## src/rtl/vertex_transform.sv

```systemverilog
// vertex_transform: maps one Q8.8 object-space vertex through a latched 4x4 mvp matrix,
// then applies the perspective divide and viewport mapping, with valid/ready on both sides.
module vertex_transform #(
  parameter int unsigned SCREEN_W = 640,
  parameter int unsigned SCREEN_H = 480,
  parameter int unsigned COORD_W  = 10
) (
  input  logic                clk_i,
  input  logic                rst_i,
  input  logic [15:0][15:0]   mvp_i,
  input  logic                in_valid_i,
  output logic                in_ready_o,
  input  logic [15:0]         vx_i,
  input  logic [15:0]         vy_i,
  input  logic [15:0]         vz_i,
  output logic                out_valid_o,
  input  logic                out_ready_i,
  output logic [COORD_W-1:0]  screen_x_o,
  output logic [COORD_W-1:0]  screen_y_o,
  output logic [15:0]         depth_o,
  output logic                out_clip_o
);

  localparam int XMax = int'(SCREEN_W) - 1;
  localparam int YMax = int'(SCREEN_H) - 1;

  typedef enum logic [2:0] {StIdle, StMac, StWchk, StDiv, StMap, StOut} state_e;

  state_e                state_q, state_d;
  logic [15:0][15:0]     mvp_q, mvp_d;
  logic signed [15:0]    vx_q, vx_d, vy_q, vy_d, vz_q, vz_d;
  logic signed [35:0]    acc_q, acc_d;
  logic [3:0][15:0]      clip_q, clip_d;
  logic [2:0][15:0]      ndc_q, ndc_d;
  logic [23:0]           dq_q, dq_d;
  logic [15:0]           rem_q, rem_d;
  logic [4:0]            cnt_q, cnt_d;
  logic [1:0]            comp_q, comp_d;
  logic [COORD_W-1:0]    sx_q, sx_d, sy_q, sy_d;
  logic [15:0]           depth_q, depth_d;
  logic                  oclip_q, oclip_d;

  function automatic logic [16:0] abs17(input logic [15:0] a);
    logic signed [16:0] s;
    s = {a[15], a};
    return s[16] ? 17'(-s) : 17'(s);
  endfunction

  // MAC datapath: cycle index k selects matrix word 4r+c and vector element c
  logic [3:0]          mac_idx;
  logic signed [15:0]  mac_coef, mac_vec;
  logic signed [31:0]  mac_prod;
  logic signed [35:0]  mac_base, mac_sum;
  logic signed [27:0]  mac_shr;
  logic [15:0]         mac_sat;

  always_comb begin
    mac_idx  = cnt_q[3:0];
    mac_coef = $signed(mvp_q[mac_idx]);
    unique case (mac_idx[1:0])
      2'd0:    mac_vec = vx_q;
      2'd1:    mac_vec = vy_q;
      2'd2:    mac_vec = vz_q;
      default: mac_vec = 16'sh0100;
    endcase
    mac_prod = mac_coef * mac_vec;
    mac_base = (mac_idx[1:0] == 2'd0) ? 36'sd0 : acc_q;
    mac_sum  = mac_base + $signed({{4{mac_prod[31]}}, mac_prod});
    mac_shr  = $signed(mac_sum[35:8]);
    if (mac_shr > 28'sd32767)       mac_sat = 16'h7FFF;
    else if (mac_shr < -28'sd32768) mac_sat = 16'h8000;
    else                            mac_sat = mac_shr[15:0];
  end

  // Restoring divider, one quotient bit per cycle; dividend loaded on the first bit
  logic [15:0] div_clip, div_mag, div_rem_in, div_rem_nxt, div_qsat, div_res;
  logic [23:0] div_src, div_q_nxt;
  logic [16:0] div_trial, div_diff;
  logic        div_ge;

  always_comb begin
    div_clip    = clip_q[comp_q];
    div_mag     = div_clip[15] ? (16'd0 - div_clip) : div_clip;
    div_src     = (cnt_q == 5'd0) ? {div_mag, 8'h00} : dq_q;
    div_rem_in  = (cnt_q == 5'd0) ? 16'd0 : rem_q;
    div_trial   = {div_rem_in, div_src[23]};
    div_diff    = div_trial - {1'b0, clip_q[3]};
    div_ge      = ~div_diff[16];
    div_rem_nxt = div_ge ? div_diff[15:0] : div_trial[15:0];
    div_q_nxt   = {div_src[22:0], div_ge};
    div_qsat    = (div_q_nxt[23:15] != 9'd0) ? 16'h7FFF : div_q_nxt[15:0];
    div_res     = div_clip[15] ? (16'd0 - div_qsat) : div_qsat;
  end

  // Viewport mapping from NDC to pixel coordinates, row 0 at the top
  logic signed [31:0]   ndc_x_ext, ndc_y_ext, map_x, map_y;
  logic [COORD_W-1:0]   map_sx, map_sy;
  logic                 map_clip;

  always_comb begin
    ndc_x_ext = $signed({{16{ndc_q[0][15]}}, ndc_q[0]});
    ndc_y_ext = $signed({{16{ndc_q[1][15]}}, ndc_q[1]});
    map_x = ((ndc_x_ext + 32'sd256) * $signed(SCREEN_W)) >>> 9;
    map_y = ((32'sd256 - ndc_y_ext) * $signed(SCREEN_H)) >>> 9;
    if (map_x < 0)         map_sx = '0;
    else if (map_x > XMax) map_sx = COORD_W'(XMax);
    else                   map_sx = map_x[COORD_W-1:0];
    if (map_y < 0)         map_sy = '0;
    else if (map_y > YMax) map_sy = COORD_W'(YMax);
    else                   map_sy = map_y[COORD_W-1:0];
    map_clip = (abs17(ndc_q[0]) > 17'd256) || (abs17(ndc_q[1]) > 17'd256) ||
               (abs17(ndc_q[2]) > 17'd256);
  end

  always_comb begin
    state_d = state_q;
    mvp_d   = mvp_q;
    vx_d    = vx_q;
    vy_d    = vy_q;
    vz_d    = vz_q;
    acc_d   = acc_q;
    clip_d  = clip_q;
    ndc_d   = ndc_q;
    dq_d    = dq_q;
    rem_d   = rem_q;
    cnt_d   = cnt_q;
    comp_d  = comp_q;
    sx_d    = sx_q;
    sy_d    = sy_q;
    depth_d = depth_q;
    oclip_d = oclip_q;
    unique case (state_q)
      StIdle: begin
        if (in_valid_i) begin
          mvp_d   = mvp_i;
          vx_d    = vx_i;
          vy_d    = vy_i;
          vz_d    = vz_i;
          cnt_d   = '0;
          state_d = StMac;
        end
      end
      StMac: begin
        acc_d = mac_sum;
        cnt_d = cnt_q + 5'd1;
        if (mac_idx[1:0] == 2'd3) clip_d[mac_idx[3:2]] = mac_sat;
        if (mac_idx == 4'd15) begin
          cnt_d   = '0;
          state_d = StWchk;
        end
      end
      StWchk: begin
        if ($signed(clip_q[3]) <= 16'sd0) begin
          sx_d    = '0;
          sy_d    = '0;
          depth_d = '0;
          oclip_d = 1'b1;
          state_d = StOut;
        end else begin
          cnt_d   = '0;
          comp_d  = '0;
          state_d = StDiv;
        end
      end
      StDiv: begin
        dq_d  = div_q_nxt;
        rem_d = div_rem_nxt;
        cnt_d = cnt_q + 5'd1;
        if (cnt_q == 5'd23) begin
          cnt_d  = '0;
          comp_d = comp_q + 2'd1;
          unique case (comp_q)
            2'd0:    ndc_d[0] = div_res;
            2'd1:    ndc_d[1] = div_res;
            default: begin
              ndc_d[2] = div_res;
              state_d  = StMap;
            end
          endcase
        end
      end
      StMap: begin
        sx_d    = map_sx;
        sy_d    = map_sy;
        depth_d = ndc_q[2];
        oclip_d = map_clip;
        state_d = StOut;
      end
      StOut: begin
        if (out_ready_i) state_d = StIdle;
      end
      default: state_d = StIdle;
    endcase
  end

  always_ff @(posedge clk_i or posedge rst_i) begin
    if (rst_i) begin
      state_q <= StIdle;
      mvp_q   <= '0;
      vx_q    <= '0;
      vy_q    <= '0;
      vz_q    <= '0;
      acc_q   <= '0;
      clip_q  <= '0;
      ndc_q   <= '0;
      dq_q    <= '0;
      rem_q   <= '0;
      cnt_q   <= '0;
      comp_q  <= '0;
      sx_q    <= '0;
      sy_q    <= '0;
      depth_q <= '0;
      oclip_q <= 1'b0;
    end else begin
      state_q <= state_d;
      mvp_q   <= mvp_d;
      vx_q    <= vx_d;
      vy_q    <= vy_d;
      vz_q    <= vz_d;
      acc_q   <= acc_d;
      clip_q  <= clip_d;
      ndc_q   <= ndc_d;
      dq_q    <= dq_d;
      rem_q   <= rem_d;
      cnt_q   <= cnt_d;
      comp_q  <= comp_d;
      sx_q    <= sx_d;
      sy_q    <= sy_d;
      depth_q <= depth_d;
      oclip_q <= oclip_d;
    end
  end

  assign in_ready_o  = (state_q == StIdle);
  assign out_valid_o = (state_q == StOut);
  assign screen_x_o  = sx_q;
  assign screen_y_o  = sy_q;
  assign depth_o     = depth_q;
  assign out_clip_o  = oclip_q;

endmodule

```

## config.mk

```make
export PLATFORM = sky130hd
export DESIGN_NAME = vertex_transform
export DESIGN_NICKNAME = d
export VERILOG_FILES = /design/src/rtl/vertex_transform.sv
export SDC_FILE = /design/constraint.sdc
export NUM_CORES = 2
export LEC_CHECK = 0
export CAP_MARGIN = 20
export CORE_AREA = 5 5 434 222
export CTS_CLUSTER_SIZE = 20
export DETAILED_ROUTE_END_ITERATION = 12
export DIE_AREA = 0 0 439 227
export GPL_ROUTABILITY_DRIVEN = 0
export SLEW_MARGIN = 20
export SYNTH_ARGS = -nofsm -noshare
export SYNTH_HDL_FRONTEND = slang
export SYNTH_SLANG_ARGS = --single-unit
export TNS_END_PERCENT = 20
```

## constraint.sdc

```tcl
create_clock -name clk_i -period 51 [get_ports clk_i]
set_input_delay 10.2 -clock clk_i [delete_from_list [all_inputs] [get_ports clk_i]]
set_output_delay 10.2 -clock clk_i [all_outputs]
set_load 0.05 [all_outputs]
```

==> out/qor.csv <==
stage,metric,value,unit
timing,finalSetupTns,0,ns
worst_hold_path,timing.hold.worst.class,flop to flop,
clock_tree,h-tree-depth,2,
grt,grt_overflow,0,
floorplanning,die_w,439,µm
synth,synth_area_leaders,"dfrtp_1 (33%), fa_1 (17%), mux2_2 (9.4%)",
critical_path,rrSetupSlack,38.84,ns
critical_path,critPathMostFrequentCell,buf_4,
floorplanning,die_area,0.0997,mm²
placed_design,io_buffers,346,
route,wire_per_inst,21.9,µm
critical_path,cp.required,51.66,ns
floorplanning,coreArea,0.0921,mm²
critical_path,path_class,primary input to async pin,
cells_and_area,drive_gt1_share,14.8,%
critical_path,path_cells,clkdlybuf4s50_1 -> inv_8 -> buf_4 -> buf_4 -> buf_4,
critical_path,endpoint_kind,async pin,
timing,hold_viol_final,0,
synth,ys_async_sr_fraction,100,%
floorplanning,start_util,44.6,%
grt,grt_max_degree,181,
grt,gr-usage-all-layers,24.6,%
synth,ys_ff_latch,539,
route,ant_nets,0,
timing,min_period,12.88,ns
cells_and_area,finalNetCount,5085,
placed_design,dp_hpwl,96100,µm
synth,synth_flop_cell,dfrtp_1,
cells_and_area,area_growth,16.3,%
timing,finClkSkew,0.0237,ns
route,drt_iter0_drc,2907,
synth,synth_top_area_share,32.8,%
timing,max_freq,77.6,MHz
clock_tree,cts_tree,done,
clock_tree,cts_resized,0,
route,via_per_inst,5.52,
timing,min_period_over_period,25.3,%
synth,syn-mean-instance-area,10.4,µm²
critical_path,crit_path_end,clip_q[48],
critical_path,cpPeakStageDelay,0.78,ns
clock_tree,cts_hold_buf,0,
critical_path,worstReg2RegEnd,clip_q[9],
critical_path,startpoint_type,primary input,
critical_path,crit_slowest_cell,buf_4,
route,dr.pass1.iters,6,
clock_tree,clkLatencyLatePin,0.64,ns
route,drc_errors,0,
grt,grt_pass1_wl,188000,µm
clock_tree,cts_buffers,53,
clock_tree,cts_setup_buffers,0,
clock_tree,clk_pin_slew_worst_paths,0.07,ns
critical_path,rr_startpoint,cnt_q[0],
timing,worstMarginPinSlew,1.26,ns
synth,synth_cell_type_count,83,
critical_path,cp-startpoint,rst_i,
critical_path,crit_cells,5,
synth,netlist_area,0.0411,mm²
synth,yosysMostFrequentCell,dfrtp_1,
synth,ys_seq_area_share,32.8,%
critical_path,rr_worst_depth,28,
synth,synth_common_cells,"dfrtp_1 (539), inv_1 (499), nand2_1 (416)",
route,vias,30500,
floorplanning,rows,79,
critical_path,cp.arrival,13.54,ns
timing,rsz0062_at_grt,false,
clock_tree,cts_root_buf,clkbuf_16,
critical_path,critPathBufInv,5,
route,wl,121000,µm
synth,synth_edf_count,0,
timing,drv_slew,0,
floorplanning,ios,347,
grt,antenna_found_initial,11,
run,drv_cap,0,
synth,yosys.area.top_type,dfrtp_1,
synth,ys_warn_count,0,
timing,setup_violations,0,
critical_path,worstPathMaxFanout,112,
floorplanning,die_h,227,µm
run_status,status,"complete, no violations",
timing,relSlewSlack,16.2,%
synth,synthCells,3954,
critical_path,critPathTopFamily,buffers and inverters,
clock_tree,cts.sinks,539,
clock_tree,cts_buffer_depth,3,
grt,grt_pass1_vias,30100,
synth,syn-num-nets,4813,
-- worst min path at each step --
stage                     startpoint         to  slack, ns  cells past startpoint
after CTS                   acc_q[9]   acc_q[9]       0.48                      2
final                       acc_q[1]   acc_q[1]       0.47                      2
after floorplan             acc_q[0]   acc_q[0]       0.44                      2
after global placement     acc_q[22]  acc_q[22]       0.45                      2
after detailed placement   acc_q[13]  acc_q[13]       0.46                      2
after global routing       acc_q[23]  acc_q[23]       0.50                      2
-- logic make-up (layout without fill, tap and decap cells) --
group | Yosys count | after routing | share of synthesized area (%)
buffers and inverters | 685 | 999 | 6.40
flip-flops | 539 | 539 | 32.8
adder cells (fa/ha/maj) | 551 | 551 | 23.1
AND/OR/NAND/NOR | 1048 | 1048 | 11.7
XOR/XNOR | 104 | 104 | 2.24
multiplexers | 450 | 450 | 14.7
other | 0 | 1 | 0
AO/OA/AOI/OAI | 577 | 577 | 9.07
-- routing by layer --
layer | global-route usage (%) | part of all wire, % | vias up
li1 | - | - | 13800
met1 | 41.4 | 52 | 15600
met2 | 31.3 | 37 | 992
met3 | 7.33 | 9.9 | 64
met4 | 2.56 | 0.70 | 6
met5 | 1.06 | 0.15 | -
-- state kept, by name (all words and copies together), names as in the netlist, 5 cells and up --
register    cells
depth_o        16
clip_q         64
dq_q           24
vx_q           16
screen_x_o     10
rem_q          16
vy_q           16
screen_y_o     10
mvp_q         256
ndc_q          48
cnt_q           5
acc_q          36
vz_q           16
-- final cells by class --
cell class | count | area, µm²
tap | 1255 | 1570
inverter | 502 | 1890
antenna | 1 | 2.50
fill | 8343 | 44400
timing repair buffer | 400 | 3910
clock inverter | 25 | 325
multi-input combinational | 2730 | 25000
clock buffer | 72 | 1530
sequential | 539 | 13500
-- metrics by stage --
| stage | setup WS [ns] | instances | hold slack [ns] | util (%) | cell area (µm²) |
|---|---|---|---|---|---|
| floorplan | 25.73 | 3954 | 0.438 | - | 41100 |
| global placement | 37.38 | 5423 | 0.452 | 49.8 | 45800 |
| detailed placement | 37.36 | 5424 | 0.457 | 49.8 | 45900 |
| CTS | 38.05 | 5521 | 0.476 | 51.8 | 47700 |
| global route | 37.65 | 5524 | 0.497 | 51.8 | 47800 |
| finish | 38.12 | 5524 | 0.472 | 51.8 | 47800 |
-- worst register-to-register path: cells and delay by family (launching register included) --
family	cells	cell delay [ns]
adders and majority gates	7	3.85
buffers and inverters	7	1.94
and+or+nand+nor	4	1.15
DFF	1	0.72
muxes	2	1.33
AOI/OAI and AO/OA	8	3.03
-- cell usage in the layout (no fill, tap or decap), drive strengths merged, types with 39 or more instances in the layout --
cell           netlist  layout
xor2                39      39
o21ai              159     159
nor2b               83      83
xnor2               65      65
clkdlybuf4s50        0     346
and2                39      39
clkbuf             148      72
a21oi              149     149
nand2              416     416
nor3                57      57
ha                 208     208
fa                 343     343
mux4                88      88
inv                500     504
buf                 35      54
nand3               51      51
dfrtp              539     539
nor2               271     271
mux2               341     341
Power is not shown: default switching activity piles up to over one toggle a cycle in this logic, so the estimate is an artifact.
